**config.mk**
```make
export PLATFORM = sky130hd
export DESIGN_NAME = fp16div
export DESIGN_NICKNAME = d
export VERILOG_FILES = /design/src/rtl/fp16div.sv
export SDC_FILE = /design/constraint.sdc
export NUM_CORES = 1
export LEC_CHECK = 0
export ABC_AREA = 1
export BUFFER_PORTS_ARGS = -buffer_cell sky130_fd_sc_hd__buf_2
export CAP_MARGIN = 15
export CORE_MARGIN = 1
export CORE_UTILIZATION = 55
export DETAILED_ROUTE_END_ITERATION = 8
export GPL_ROUTABILITY_DRIVEN = 0
export PLACE_DENSITY = 0.81
export SLEW_MARGIN = 0
export SYNTH_ARGS = -nofsm -noshare
export SYNTH_HDL_FRONTEND = slang
export SYNTH_SLANG_ARGS = --single-unit
export TNS_END_PERCENT = 1
```
**constraint.sdc**
```tcl
create_clock -name clk -period 3.3 [get_ports clk]
set_input_delay 0.165 -clock clk [delete_from_list [all_inputs] [get_ports clk]]
set_output_delay 0.165 -clock clk [all_outputs]
set_load 0.01 [all_outputs]
```
**src/rtl/fp16div.sv**
```systemverilog
// Sequential FP16 divider (restoring radix-2), fixed 14-cycle start-to-done latency.
// Define FP16DIV_RNE_EN for round-to-nearest-even; otherwise the quotient is truncated.
module fp16div (
   input  logic        clk,
   input  logic        rst,
   input  logic        start,
   input  logic [15:0] a,
   input  logic [15:0] b,
   output logic        busy,
   output logic        done,
   output logic [15:0] x
);

`ifdef FP16DIV_RNE_EN
   localparam logic RNE = 1'b1;
`else
   localparam logic RNE = 1'b0;
`endif

   typedef enum logic [1:0] {
      S_IDLE,
      S_PRE,
      S_DIV,
      S_RND
   } state_t;

   typedef enum logic [1:0] {
      SP_NONE,
      SP_INF,
      SP_ZERO
   } spec_t;

   state_t             r_state;
   state_t             w_next;
   spec_t              r_spec;
   spec_t              w_spec;

   logic [15:0]        r_a;
   logic [15:0]        r_b;
   logic               r_sign;
   logic signed [6:0]  r_exp;
   logic [12:0]        r_rem;
   logic [10:0]        r_mb;
   logic [10:0]        r_q;
   logic [3:0]         r_cnt;
   logic               r_busy;
   logic               r_done;
   logic [15:0]        r_x;

   logic [4:0]         w_ea;
   logic [4:0]         w_eb;
   logic [10:0]        w_ma;
   logic [10:0]        w_mb;
   logic               w_lt;
   logic [6:0]         w_e0;
   logic [12:0]        w_div0;

   logic               w_ge;
   logic [11:0]        w_sub;
   logic [12:0]        w_rem_n;

   logic               w_guard;
   logic               w_sticky;
   logic               w_lsb;
   logic               w_up;
   logic [10:0]        w_mant_r;
   logic               w_carry;
   logic [9:0]         w_frac_r;
   logic signed [6:0]  w_exp_r;
   logic [15:0]        w_res;

   // Operand classification and mantissa alignment (PRE)
   assign w_ea   = r_a[14:10];
   assign w_eb   = r_b[14:10];
   assign w_ma   = {1'b1, r_a[9:0]};
   assign w_mb   = {1'b1, r_b[9:0]};
   assign w_lt   = (w_ma < w_mb);
   assign w_e0   = {2'b00, w_ea} - {2'b00, w_eb} + 7'd15 - {6'd0, w_lt};
   assign w_div0 = w_lt ? {1'b0, w_ma, 1'b0} : {2'b00, w_ma};

   always_comb begin
      w_spec = SP_NONE;
      if ((w_ea == 5'h1F) || (w_eb == 5'h1F)) begin
         w_spec = SP_INF;
      end else if (w_eb == 5'h00) begin
         w_spec = SP_INF;
      end else if (w_ea == 5'h00) begin
         w_spec = SP_ZERO;
      end
   end

   // One restoring step; remainder stays below 2*mb so 13 bits suffice
   assign w_ge    = (r_rem >= {2'b00, r_mb});
   assign w_sub   = 12'(r_rem - {2'b00, r_mb});
   assign w_rem_n = w_ge ? {w_sub, 1'b0} : {r_rem[11:0], 1'b0};

   // Rounding and packing (RND)
   assign w_guard  = r_q[0];
   assign w_sticky = |r_rem;
   assign w_lsb    = r_q[1];
   assign w_up     = RNE & w_guard & (w_sticky | w_lsb);
   assign w_mant_r = {1'b0, r_q[10:1]} + {10'd0, w_up};
   assign w_carry  = w_mant_r[10];
   assign w_frac_r = w_carry ? 10'd0 : w_mant_r[9:0];
   assign w_exp_r  = r_exp + $signed({6'd0, w_carry});

   always_comb begin
      w_res = {r_sign, w_exp_r[4:0], w_frac_r};
      if (r_spec == SP_INF) begin
         w_res = {r_sign, 5'h1F, 10'd0};
      end else if (r_spec == SP_ZERO) begin
         w_res = {r_sign, 15'd0};
      end else if (w_exp_r >= 7'sd31) begin
         w_res = {r_sign, 5'h1F, 10'd0};
      end else if (w_exp_r <= 7'sd0) begin
         w_res = {r_sign, 15'd0};
      end
   end

   always_ff @(posedge clk or posedge rst) begin
      if (rst) begin
         r_state <= S_IDLE;
      end else begin
         r_state <= w_next;
      end
   end

   always_comb begin
      w_next = r_state;
      unique case (r_state)
         S_IDLE: if (start) w_next = S_PRE;
         S_PRE:  w_next = S_DIV;
         S_DIV:  if (r_cnt == 4'd11) w_next = S_RND;
         S_RND:  w_next = S_IDLE;
         default: w_next = S_IDLE;
      endcase
   end

   always_ff @(posedge clk or posedge rst) begin
      if (rst) begin
         r_a    <= 16'd0;
         r_b    <= 16'd0;
         r_sign <= 1'b0;
         r_exp  <= 7'sd0;
         r_rem  <= 13'd0;
         r_mb   <= 11'd0;
         r_q    <= 11'd0;
         r_cnt  <= 4'd0;
         r_spec <= SP_NONE;
         r_busy <= 1'b0;
         r_done <= 1'b0;
         r_x    <= 16'd0;
      end else begin
         r_done <= 1'b0;
         unique case (r_state)
            S_IDLE: begin
               if (start) begin
                  r_a    <= a;
                  r_b    <= b;
                  r_busy <= 1'b1;
               end
            end
            S_PRE: begin
               r_sign <= r_a[15] ^ r_b[15];
               r_exp  <= $signed(w_e0);
               r_rem  <= w_div0;
               r_mb   <= w_mb;
               r_q    <= 11'd0;
               r_cnt  <= 4'd0;
               r_spec <= w_spec;
            end
            S_DIV: begin
               r_rem <= w_rem_n;
               r_q   <= {r_q[9:0], w_ge};
               r_cnt <= r_cnt + 4'd1;
            end
            S_RND: begin
               r_x    <= w_res;
               r_done <= 1'b1;
               r_busy <= 1'b0;
               r_cnt  <= 4'd0;
            end
            default: begin
               r_busy <= 1'b0;
            end
         endcase
      end
   end

   assign busy = r_busy;
   assign done = r_done;
   assign x    = r_x;

endmodule
```
==> results.md <==
Status:
- The flow ran to the end, and the final reports show no timing, DRC or antenna violations.

Die:
- The height of the die is 103 um.
- The total die area is 10600 um^2.
- The initial standard-cell utilization of the core is 0.571.
- The floorplan has 36 rows.
- Pin placement for this block handled 53 I/O pins.
- The core region area is 9860 um^2.
- The width of the die is 103 um.

Route:
- After detailed routing, the total wire length is 12900 um.
- The average vias per placed instance is 5.50.
- The routed via count is 4960.
- In this run, the number of DRC markers left after iteration 0 of detailed routing was 257.
- The final antenna-violating net count is 0.
- The average wire per standard cell is 14.3 um.
- For this run, design rule violations remaining after detail routing come to 0.
- The first detailed-routing pass ran for 5 iterations.

Timing:
- The worst pin sits at a relative slew slack of 0.518.
- The fmax is 337 MHz.
- The count of endpoints failing hold in the final timing report was 0.
- Setup repair after global routing left no endpoint under its margin.
- The final clock period utilization by the worst path is 0.899.
- The max-slew violation total from the final report was 0.
- Setup violations remaining at the end of the flow were counted as 0.
- The aggregate negative setup slack is 0 ns.
- The routed design could run at a clock period as short as 2.97 ns.
- On the final layout, the worst clock skew is 0.0122 ns.
- The pin slew with the least headroom to its limit is 0.721 ns.

Placement:
- Once placement completed, the tool counted placed cells totaling 869.
- The final HPWL from detailed placement is 9050 um.
- The number of buffers added on ports is 52.
- After detailed placement, the total cell area comes to 5990 um^2.

Worst setup path:
- The worst setup path is captured at a register.
- In this run the worst path has a maximum fanout of 12.
- The most used cell along the critical path is nand2_1.
- The worst setup path is of the reg -> reg kind.
- Data on the critical path is required at its endpoint by 3.55 ns.
- The data arrival at the endpoint of the critical path is 3.22 ns.
- Among all stages on the critical path, the largest delay is contributed by dfrtp_1.
- In this design, the stage delay of the slowest critical-path cell is 0.42 ns.
- STA classifies the critical path startpoint as a register.
- Walking the worst path, the cells encountered are ha_1 -> nand2_1 -> nand2_1 -> a21oi_2 -> nand3_2 -> ha_1 -> ha_1 -> inv_1 -> fa_1 -> inv_1 -> nand2_1 -> nand2_1 -> a21oi_1 -> xnor2_1 -> o21ai_0.

CTS:
- After clock tree synthesis, the clock-pin slew on the worst setup and hold paths is 0.09 ns.
- The source-to-sink clock delay at the later pin of the worst-skew pair is 0.37 ns.
- The buffer count from post-CTS setup fixing is 0.
- The total number of clock tree sinks is 101.
- In this run, CTS created clock tree buffers numbering 9.
- The tree is rooted in a clkbuf_8.
- The H-tree was split into 3 levels.
- TritonCTS built the clock tree.
- No sink is reached through more buffers than the 2 on the longest clock path.
- The number of instances resized during post-cts repair is 0.
- After clock tree synthesis, the flow added hold-fix buffers numbering 17.

Yosys:
- The register bit total from synthesis is 101.
- After synthesis, the most frequently instantiated cells are nand2_1, dfrtp_1, inv_1.
- Counting every instance in the synthesized netlist gives 702.
- The number of enable-type register cells in the synthesized netlist is 0.
- Each instance of the synthesized netlist takes up on average 8.02 um^2.
- The yosys synthesis warning count is 0.
- In this run, distinct cell masters in the synthesized netlist total 37.
- After synthesis, the cell types taking the most area are dfrtp_1, nand2_1, ha_1.
- Counting every net in the synthesized netlist gives 776.
- The share of the Yosys chip area taken by registers is 0.449.
- The share of synthesized area in the top cell type comes to 0.449.
- The share of synthesized registers carrying an async set or reset is 1.00.
- Among all flip-flop cells after synthesis, the most frequent one is dfrtp_1.
- The cell taking the most area after synthesis is dfrtp_1.
- The cell area that synthesis handed to floorplanning was 5630 um^2.
- The most common cell in the synthesized netlist is nand2_1.

Finish:
- The count of antenna diodes in the layout is 0.
- The number of nets in the layout is 838.
- After the flow finishes, the layout carries non-filler instances totaling 902.
- Of the cells placed in the final design, the portion with a size suffix greater than 1 is 0.117.
- The area growth from synthesis to layout is 13.7%.
- Summing all non-filler instances in the final layout gives an area of 6400 um^2.

Power:
- VDD sags by at most 593 uV.
- The leakage power summed over all cells is 3.30 nW.
- The total power divided by cell area is 1200 nW/um^2.

Global route:
- The initial antenna violation count is 0.
- The total global routing overflow is 0.
- The global router's overall resource usage is 0.263.
- The first global-routing pass estimated 21600 um of wire.
- The number of global-route vias before repair is 4803.
- The largest net degree at the start of global routing is 52.

Worst hold path:
- The class of the worst hold path is in -> reg.

Job:
- The tool flagged a number of max-cap violations equal to 0.
-- cells in the final DEF, fill, tap and decap left out, types with 2 or more instances in the layout --
cell / n
dfrtp_1: 101
a21oi_2: 5
nor3_1: 4
clkbuf_8: 9
nand2_1: 199
dlygate4sd3_1: 17
buf_4: 5
nand3_1: 43
nor3_2: 2
o21bai_1: 2
ha_1: 36
inv_1: 96
clkinv_1: 2
o21ai_1: 2
xor2_1: 5
o21ai_0: 47
o31ai_1: 10
nand2_2: 4
nand4_1: 24
nand3b_1: 2
inv_2: 2
fa_1: 3
nand3_2: 4
a22o_1: 2
a21oi_1: 26
buf_2: 52
xnor2_1: 5
nor2_1: 32
bufinv_16: 3
o22ai_1: 13
inv_6: 2
-- per-stage QoR --
| stage | setup WS [ns] | power (mW) | utilization | hold slack [ns] |
|---|---|---|---|---|
| 6_report | 0.333 | 7.70 | 0.649 | 0.00697 |
| 5_1_grt | 0.136 | 8.46 | 0.649 | 0.0191 |
| 4_1_cts | 0.363 | 7.64 | 0.649 | 0.00138 |
| 3_5_place_dp | 0.420 | 6.62 | 0.607 | 0.250 |
| 3_3_place_gp | 0.607 | 6.37 | 0.607 | 0.240 |
| 2_1_floorplan | 0.488 | 5.63 | - | 0.275 |
-- kinds of logic (layout without fill, tap and decap cells) --
kind of cell,after synthesis,in the layout,share of synthesized area
DFF,101,101,0.449
and+or+nand+nor,316,316,0.243
xor gates and xnor gates,10,10,0.0156
AOI/OAI and AO/OA,112,112,0.115
buffers and inverters,124,191,0.0867
adders and majority gates,39,39,0.0907
-- registers in the layout, indices dropped and copies added, names as in the netlist --
name,cells
r_b,16
done,1
r_a,16
r_state,2
r_sign,1
r_exp,7
busy,1
r_cnt,4
r_rem,13
x,16
r_spec,2
r_q,11
r_mb,11
-- cell type report --
cell class | instances | area, um^2
Fill cell | 787 | 3460
Multi-Input combinational cell | 477 | 2610
Sequential cell | 101 | 2530
Timing Repair Buffer | 74 | 468
Inverter | 101 | 382
Tap cell | 133 | 166
Clock buffer | 10 | 128
Clock inverter | 6 | 116
-- where the power goes --
| group | leakage [nW] | switching [mW] | total (mW) | internal, mW |
|---|---|---|---|---|
| registers | 1.28 | 0.342 | 2.08 | 1.74 |
| clock network | 0.121 | 0.427 | 0.938 | 0.511 |
| logic | 1.90 | 2.99 | 4.68 | 1.70 |
-- worst paths after layout --
check                      slack [ns]  startpoint  cells after the start       end
setup / recovery                 0.33      r_a[8]                     15  r_exp[5]
setup reg to reg                 0.33      r_a[8]                     15  r_exp[5]
max in group asynchronous        2.12         rst                      4     x[10]
min in group asynchronous        0.39         rst                      3  r_rem[2]
hold reg to reg                  0.48    r_mb[10]                      2  r_mb[10]
hold / removal                  0.007        a[0]                      3    r_a[0]
-- worst max-delay path, delay by kind of cell, from the launching register on --
family | cells | cell delay, ns
AO/OA/AOI/OAI | 3 | 0.64
buffers and inverters | 2 | 0.12
XOR/XNOR | 1 | 0.14
flip-flops | 1 | 0.42
AND/OR/NAND/NOR | 5 | 0.56
adder cells (fa/ha/maj) | 4 | 0.97
-- layer usage --
layer	track usage	share of wire
met2	0.446	0.49
met5	0	0
met3	0.0475	0.054
met4	0.0845	0.018
met1	0.342	0.44
Power figures use the tool's default switching activity.
